===== src/rtl/pipe_fetch.sv =====
// Instruction fetch stage: PC register plus a prefetch queue feeding decode.
// Define FETCH_EPC_EN to capture a return address in epc when an interrupt is taken.
module pipe_fetch #(
    parameter int unsigned PC_W      = 32,
    parameter int unsigned INST_W    = 16,
    parameter int unsigned BR_W      = 16,
    parameter int unsigned DEPTH     = 4,
    parameter int unsigned RESET_VEC = 32,
    parameter int unsigned INT_VEC   = 0
) (
    input  logic              clk,
    input  logic              reset,
    input  logic              branch,
    input  logic [BR_W-1:0]   branch_addr,
    input  logic              interrupt,
    input  logic              stall,
    output logic [PC_W-1:0]   imem_addr,
    input  logic [INST_W-1:0] imem_data,
    output logic              inst_valid,
    input  logic              inst_ready,
    output logic [INST_W-1:0] inst,
    output logic [PC_W-1:0]   inst_pc,
    output logic [PC_W-1:0]   epc
);

    localparam int unsigned PTR_W = (DEPTH > 1) ? $clog2(DEPTH) : 1;
    localparam int unsigned CNT_W = $clog2(DEPTH + 1);
    localparam logic [CNT_W-1:0] FULL = CNT_W'(DEPTH);

    logic [PC_W-1:0]   pc_q, pc_d;
    logic [PTR_W-1:0]  rd_q, rd_d, wr_q, wr_d;
    logic [CNT_W-1:0]  count_q, count_d;
    logic [INST_W-1:0] inst_mem [DEPTH];
    logic [PC_W-1:0]   pc_mem [DEPTH];
    logic              redirect, pop, push;
    logic [PC_W-1:0]   br_ext;

    assign br_ext     = PC_W'($signed(branch_addr));
    assign redirect   = interrupt | branch;
    assign inst_valid = (count_q != '0);
    assign pop        = inst_valid & inst_ready & ~redirect;
    // A pop in the same cycle frees a slot, so a full queue can still accept a fetch.
    assign push       = ~stall & ~redirect & ((count_q != FULL) | pop);

    assign imem_addr  = pc_q;
    assign inst       = inst_mem[rd_q];
    assign inst_pc    = pc_mem[rd_q];

    always_comb begin
        pc_d    = pc_q;
        rd_d    = rd_q;
        wr_d    = wr_q;
        count_d = count_q;
        if (interrupt) begin
            pc_d    = PC_W'(INT_VEC);
            rd_d    = '0;
            wr_d    = '0;
            count_d = '0;
        end else if (branch) begin
            pc_d    = br_ext;
            rd_d    = '0;
            wr_d    = '0;
            count_d = '0;
        end else begin
            if (pop) begin
                rd_d = rd_q + 1'b1;
            end
            if (push) begin
                wr_d = wr_q + 1'b1;
                pc_d = pc_q + 1'b1;
            end
            case ({push, pop})
                2'b10:   count_d = count_q + 1'b1;
                2'b01:   count_d = count_q - 1'b1;
                default: count_d = count_q;
            endcase
        end
    end

    always_ff @(posedge clk) begin
        if (reset) begin
            pc_q    <= PC_W'(RESET_VEC);
            rd_q    <= '0;
            wr_q    <= '0;
            count_q <= '0;
        end else begin
            pc_q    <= pc_d;
            rd_q    <= rd_d;
            wr_q    <= wr_d;
            count_q <= count_d;
        end
    end

    always_ff @(posedge clk) begin
        if (!reset && push) begin
            inst_mem[wr_q] <= imem_data;
            pc_mem[wr_q]   <= pc_q;
        end
    end

`ifdef FETCH_EPC_EN
    logic [PC_W-1:0] epc_q;

    // Return to the oldest unexecuted work: a same-cycle branch target wins over the queue head.
    always_ff @(posedge clk) begin
        if (reset) begin
            epc_q <= '0;
        end else if (interrupt) begin
            epc_q <= branch ? br_ext : (inst_valid ? inst_pc : pc_q);
        end
    end

    assign epc = epc_q;
`else
    assign epc = '0;
`endif

endmodule


===== config.mk =====
export PLATFORM = sky130hd
export DESIGN_NAME = pipe_fetch
export DESIGN_NICKNAME = d
export VERILOG_FILES = /design/src/rtl/pipe_fetch.sv
export SDC_FILE = /design/constraint.sdc
export NUM_CORES = 1
export LEC_CHECK = 0
export CAP_MARGIN = 20
export CORE_MARGIN = 1.5
export CORE_UTILIZATION = 40
export CTS_CLUSTER_DIAMETER = 120
export DETAILED_ROUTE_END_ITERATION = 16
export GPL_TIMING_DRIVEN = 0
export SYNTH_ARGS = -nofsm -noshare
export SYNTH_HDL_FRONTEND = slang
export SYNTH_SLANG_ARGS = --single-unit

===== constraint.sdc =====
create_clock -name clk -period 2.7 [get_ports clk]
set_clock_uncertainty 0.1 [all_clocks]
set_input_delay 0.27 -clock clk [delete_from_list [all_inputs] [get_ports clk]]
set_output_delay 0.27 -clock clk [all_outputs]
set_load 0.02 [all_outputs]

### Yosys cells after proc, flatten, opt, wreduce, memory -nomap -nowiden

Memories as Yosys holds them, arrays and structs flattened. A register that Yosys moved wholly into a read port is not among the register bits.
Cells that the tools add are included.

| operators by class | value |
|---|---|
| add/sub/neg operators | 5 |
| eq/ne operators | 3 |
| mux-type cells | 10 |
| bitwise operators | 8 |
| reductions and logical operators | 8 |

Operators with widths:

| cell | count |
|---|---|
| $mux W32 | 2 |
| $add A32 B1 Y32 const B | 1 |
| $mux W2 | 4 |
| $mux W6 | 1 |
| $pmux W3 S2 | 1 |
| $reduce_bool A3 Y1 | 2 |
| $add A2 B1 Y2 const B | 2 |
| $and A1 B1 Y1 | 4 |
| $reduce_bool A2 Y1 | 2 |
| $add A3 B1 Y3 const B | 1 |
| $ne A3 B3 Y1 const B | 1 |
| $reduce_or A3 Y1 | 1 |
| $sub A3 B1 Y3 const B | 1 |
| $eq A2 B1 Y1 const B | 1 |
| $eq A2 B2 Y1 const B | 1 |
| $mux W1 | 2 |
| $not A1 Y1 | 2 |
| $or A1 B1 Y1 | 2 |
| $reduce_or A2 Y1 | 1 |
| $logic_and A1 B1 Y1 | 1 |
| $logic_not A1 Y1 | 1 |

| storage, ports and cells | value |
|---|---|
| register bits after elaboration | 39 |
| RAM bits | 192 |
| bits of input ports | 38 |
| output and inout bits | 113 |
| memories kept | 2 |

Memories:

| memory | words | width | rd ports | clocked after Yosys merged registers in | wr ports | line | source |
|---|---|---|---|---|---|---|---|
| pc_mem | 4 | 32 | 1 | 1 | 1 | 34 | `logic [PC_W-1:0] pc_mem [DEPTH];` |
| inst_mem | 4 | 16 | 1 | 1 | 1 | 33 | `logic [INST_W-1:0] inst_mem [DEPTH];` |

### Logic depth before layout (Yosys ltp)

| depth | value |
|---|---|
| depth after elaboration | 8 |
| depth in mapped cells | 9 |
| mapped depth without buffers | 8 |

### Worst setup path before layout

Ideal clock, no wire load.

| timing path | value |
|---|---|
| path kind | input -> register |
| from | input port interrupt |
| to | memory inst_mem[1][0], enable pin |
| setup time | 0.410 ns |
| arrival | 2.301 ns |
| required time | 2.190 ns |
| path slack | -0.112 ns |
| cell stages on the path | 5 |
| path buffers | 2 |
| path through | buf_6 > or3_4 > buf_6 > nor3_1 > and2_1 |

| between the ends | value |
|---|---|
| longest elaborated chain between the ends | 8 |
| elaborated cells on any way between the ends | 9 |

Ends and longest elaborated chain:

| item | line | source |
|---|---|---|
| start: declaration | 15 | `input logic interrupt,` |
| $or A1 B1 Y1 (*) | 39 | `assign redirect = interrupt \| branch;` |
| $not A1 Y1 (*) | 41, 43 |  |
| $and A1 B1 Y1 | 41 | `assign pop = inst_valid & inst_ready & ~redirect;` |
| $or A1 B1 Y1 | 43 | `assign push = ~stall & ~redirect & ((count_q != FULL) \| pop);` |
| $and A1 B1 Y1 (*) | 43 |  |
| $logic_and A1 B1 Y1 (*) | 95 | `if (!reset && push) begin` |
| $mux W1 (*) | 95 |  |
| $mux W1 (implied by the code) (*) | 96 | `inst_mem[wr_q] <= imem_data;` |
| end: declaration | 33 |  |

Mark *: on every way between the ends. The rest lies on a longest branch, timed or not.

==> results.yml <==
grt:
  number_of_antenna_violations_at_the_first_check_in_global_routing: 0
  largest_net_degree_at_the_start_of_global_routing: 49
  grt-ovfl-total: 0
  grt_pass1_wl_um: 31000
  vias_in_the_first_global_route: 5480
  grt.total_usage_pct: 16.5
sta:
  postLayoutSetupSlackWorst_ps: 120
  rsz0062_at_grt: "no"
  drv_slew: 0
  timing_hold_violations_final: 0
  finish_stage_setup_viols: 0
  timing_worst_slew_pin_value_ps: 825
  clock.fmax_mhz: 388
  layout_min_cycle_time_ps: 2580
  worst_slew_margin_rel_pct: 45.0
  finalCritPeriodShare_pct: 95.5
clock_network:
  ctsLongestPathBuffers: 3
  cts.sinks: 233
  htreeDepth: 1
  tritoncts: "built"
  clock_tree.root_cell: "sky130_fd_sc_hd__clkbuf_16"
  number_of_hold_buffers_added_after_cts: 0
  cts_made_buffers: 24
  insertion_delay_ps: 500
  cts.clk_slew.worst_paths_ps: 60
setup_path:
  timing.critical_path.to_type: "output port"
  crit_chain: "buf_8 > mux4_2 > clkdlybuf4s50_1"
  cp.arrival_ps: 2210
  path_class: "reg2out"
  cp_max_fo: 10
  critical-path-max-stage-delay_ps: 560
  critical_path_required_ps: 2330
  crit_path_top_delay_cell: "sky130_fd_sc_hd__clkdlybuf4s50_1"
  critical_path.startpoint_type: "register"
place:
  placement.setup.worst_slack_ps: -339
  io_buffers: 116
  place.gp.congestion: 0.788
  place_area_um2: 11200
  dp_hpwl_um: 12900
routing:
  routedWlPerCell_um: 19.0
  drc_errors: 0
  via_per_inst: 5.01
  final_antenna_net_count: 0
  detail_route.wirelength_um: 20200
  detailedRoute.firstPassIterationCount: 4
  via_count: 5328
  number_of_violations_reported_at_the_end_of_detailed_routing_iteration_0: 402
synth:
  yosysSeqAreaShare_pct: 69.3
  syn-mean-instance-area_um2: 17.1
  largest_area_contributor_in_the_synthesized_netlist: "sky130_fd_sc_hd__edfxtp_1"
  ys_seq_elements: 233
  yosysWarnings: 0
  synthDominantCellAreaShare_pct: 60.7
  mappedNetlistArea_um2: 9500
  synth_cells: 554
  synth_area_leaders: "sky130_fd_sc_hd__edfxtp_1, sky130_fd_sc_hd__mux4_2, sky130_fd_sc_hd__dfxtp_1"
  async_reset_ff_share_pct: 0
  most_used_standard_cells_in_the_synthesized_netlist: "sky130_fd_sc_hd__edfxtp_1, sky130_fd_sc_hd__mux4_2, sky130_fd_sc_hd__dfxtp_1"
  number_of_enable_flip_flop_cells_after_synthesis: 192
  yosys_most_used_dff: "sky130_fd_sc_hd__edfxtp_1"
  ys_types: 56
  yosys.cell_count.top_type: "sky130_fd_sc_hd__edfxtp_1"
power_and_ir_drop:
  p_sw_mw: 1.55
  worst_ir_drop_vdd_mv: 0.355
  power.share.combinational_pct: 4.8
  seq_power_share_pct: 50.4
  clockPowerShare_pct: 44.8
  power.total_mw: 7.85
  sw_frac_of_total_pct: 19.8
  static-leakage-power_nw: 4.01
  intPower_mw: 6.30
  p_per_area_nw_per_um2: 650
cells_and_area:
  final_net_count: 771
  antennaDiodeCount: 0
  layout-drive-gt1-share_pct: 21.1
  final_area_um2: 12100
  synthToLayoutAreaGrowth_pct: 27.3
  post-route-util_pct: 51.7
floorplan:
  io_pins: 151
  effective_utilization_at_floorplan_pct: 40.6
  core.rowCount: 56
  chipHeight_um: 157
  core_area_um2: 23400
  die_area_um2: 24700
  floorplan.die.width_um: 157
job:
  max_cap_viol_count: 0
min_path:
  holdCritPathClass: "in2reg"
status:
  outcome: "finished, final reports clean"
## cell families (layout without fill, tap and decap cells)
group,count (synthesis),after routing,synth area share (%)
compound gates,64,64,4.83
xor+xnor,25,25,2.31
fa+ha+maj,6,6,0.869
buf+inv,66,226,4.24
flops,233,233,69.3
mux,50,50,11.6
other cells,1,32,0.0395
simple gates,109,109,6.77
## critical path, delay by kind of cell (launching register included)
family                 cells  cell delay (ps)
buffers and inverters      2              750
muxes                      1              550
DFF                        1              390
## registers in the layout, summed over array words and instances, names as in the netlist, named ones only
name and flops:
count_q 3, inst_mem 64, wr_q 2, pc_mem 128
rd_q 2, imem_addr 32
## metrics by stage
step	hold WS [ps]	cells	TNS (ps)
floorplan	269	585	0
global placement	383	1020	-127680
detailed placement	399	1020	-66070
CTS	5.13	1064	-13.8
global route	48.9	1064	0
finish	22.3	1064	0
## final cells by class
| type | instances | area, um^2 |
|---|---|---|
| flip-flops and latches | 233 | 6590 |
| clock buffers | 37 | 753 |
| well taps | 319 | 399 |
| repair buffers | 116 | 1140 |
| plain buffers | 57 | 422 |
| inverters | 9 | 33.8 |
| fillers | 1967 | 11300 |
| multi-input cells | 286 | 2640 |
| clock inverters | 7 | 118 |
## power by group through the flow
| stage | sequential (mW) | clock, mW | combinational [mW] |
|---|---|---|---|
| finish | 3.96 | 3.52 | 0.374 |
| global route | 3.97 | 3.72 | 0.398 |
| CTS | 3.96 | 3.59 | 0.374 |
| detailed placement | 4.04 | 0 | 0.375 |
| global placement | 4.03 | 0 | 0.371 |
| floorplan | 4.04 | 0 | 0.191 |
## path summary, 6_finish.rpt
path / start / end / slack, ps / depth (start not counted)
worst max-delay path: register / inst_pc[5] / 120 / 3
worst min-delay path: interrupt / imem_addr[2] / 20 / 4
worst max register to register: imem_addr[0] / imem_addr[8] / 490 / 6
worst min register to register: wr_q[1] / wr_q[1] / 410 / 2
## cell usage in the layout (no fill, tap or decap), types with 14 or more instances in the layout
cell type / instances
sky130_fd_sc_hd__mux4_2: 48
sky130_fd_sc_hd__nor2_1: 22
sky130_fd_sc_hd__buf_4: 34
sky130_fd_sc_hd__clkbuf_1: 14
sky130_fd_sc_hd__clkdlybuf4s50_1: 96
sky130_fd_sc_hd__clkbuf_16: 27
sky130_fd_sc_hd__a21oi_1: 15
sky130_fd_sc_hd__dlygate4sd2_1: 20
sky130_fd_sc_hd__nand2_1: 18
sky130_fd_sc_hd__xnor2_1: 15
sky130_fd_sc_hd__conb_1: 32
sky130_fd_sc_hd__edfxtp_1: 192
sky130_fd_sc_hd__dfxtp_1: 40
## layer usage
layer / up-vias / track usage [%] / routed length (um)
met5: - / 0 / 0
met4: 0 / 4.09 / 318
met3: 28 / 2.67 / 1300
met2: 177 / 28.5 / 9950
met1: 2652 / 21.8 / 8670
li1: 2471 / - / -
## what timing repair did
item	in CTS	in global routing
endpoints found under the setup margin	48	21
gates resized for setup	37	5
setup buffers	0	0
(Power assumes the default switching activity.)
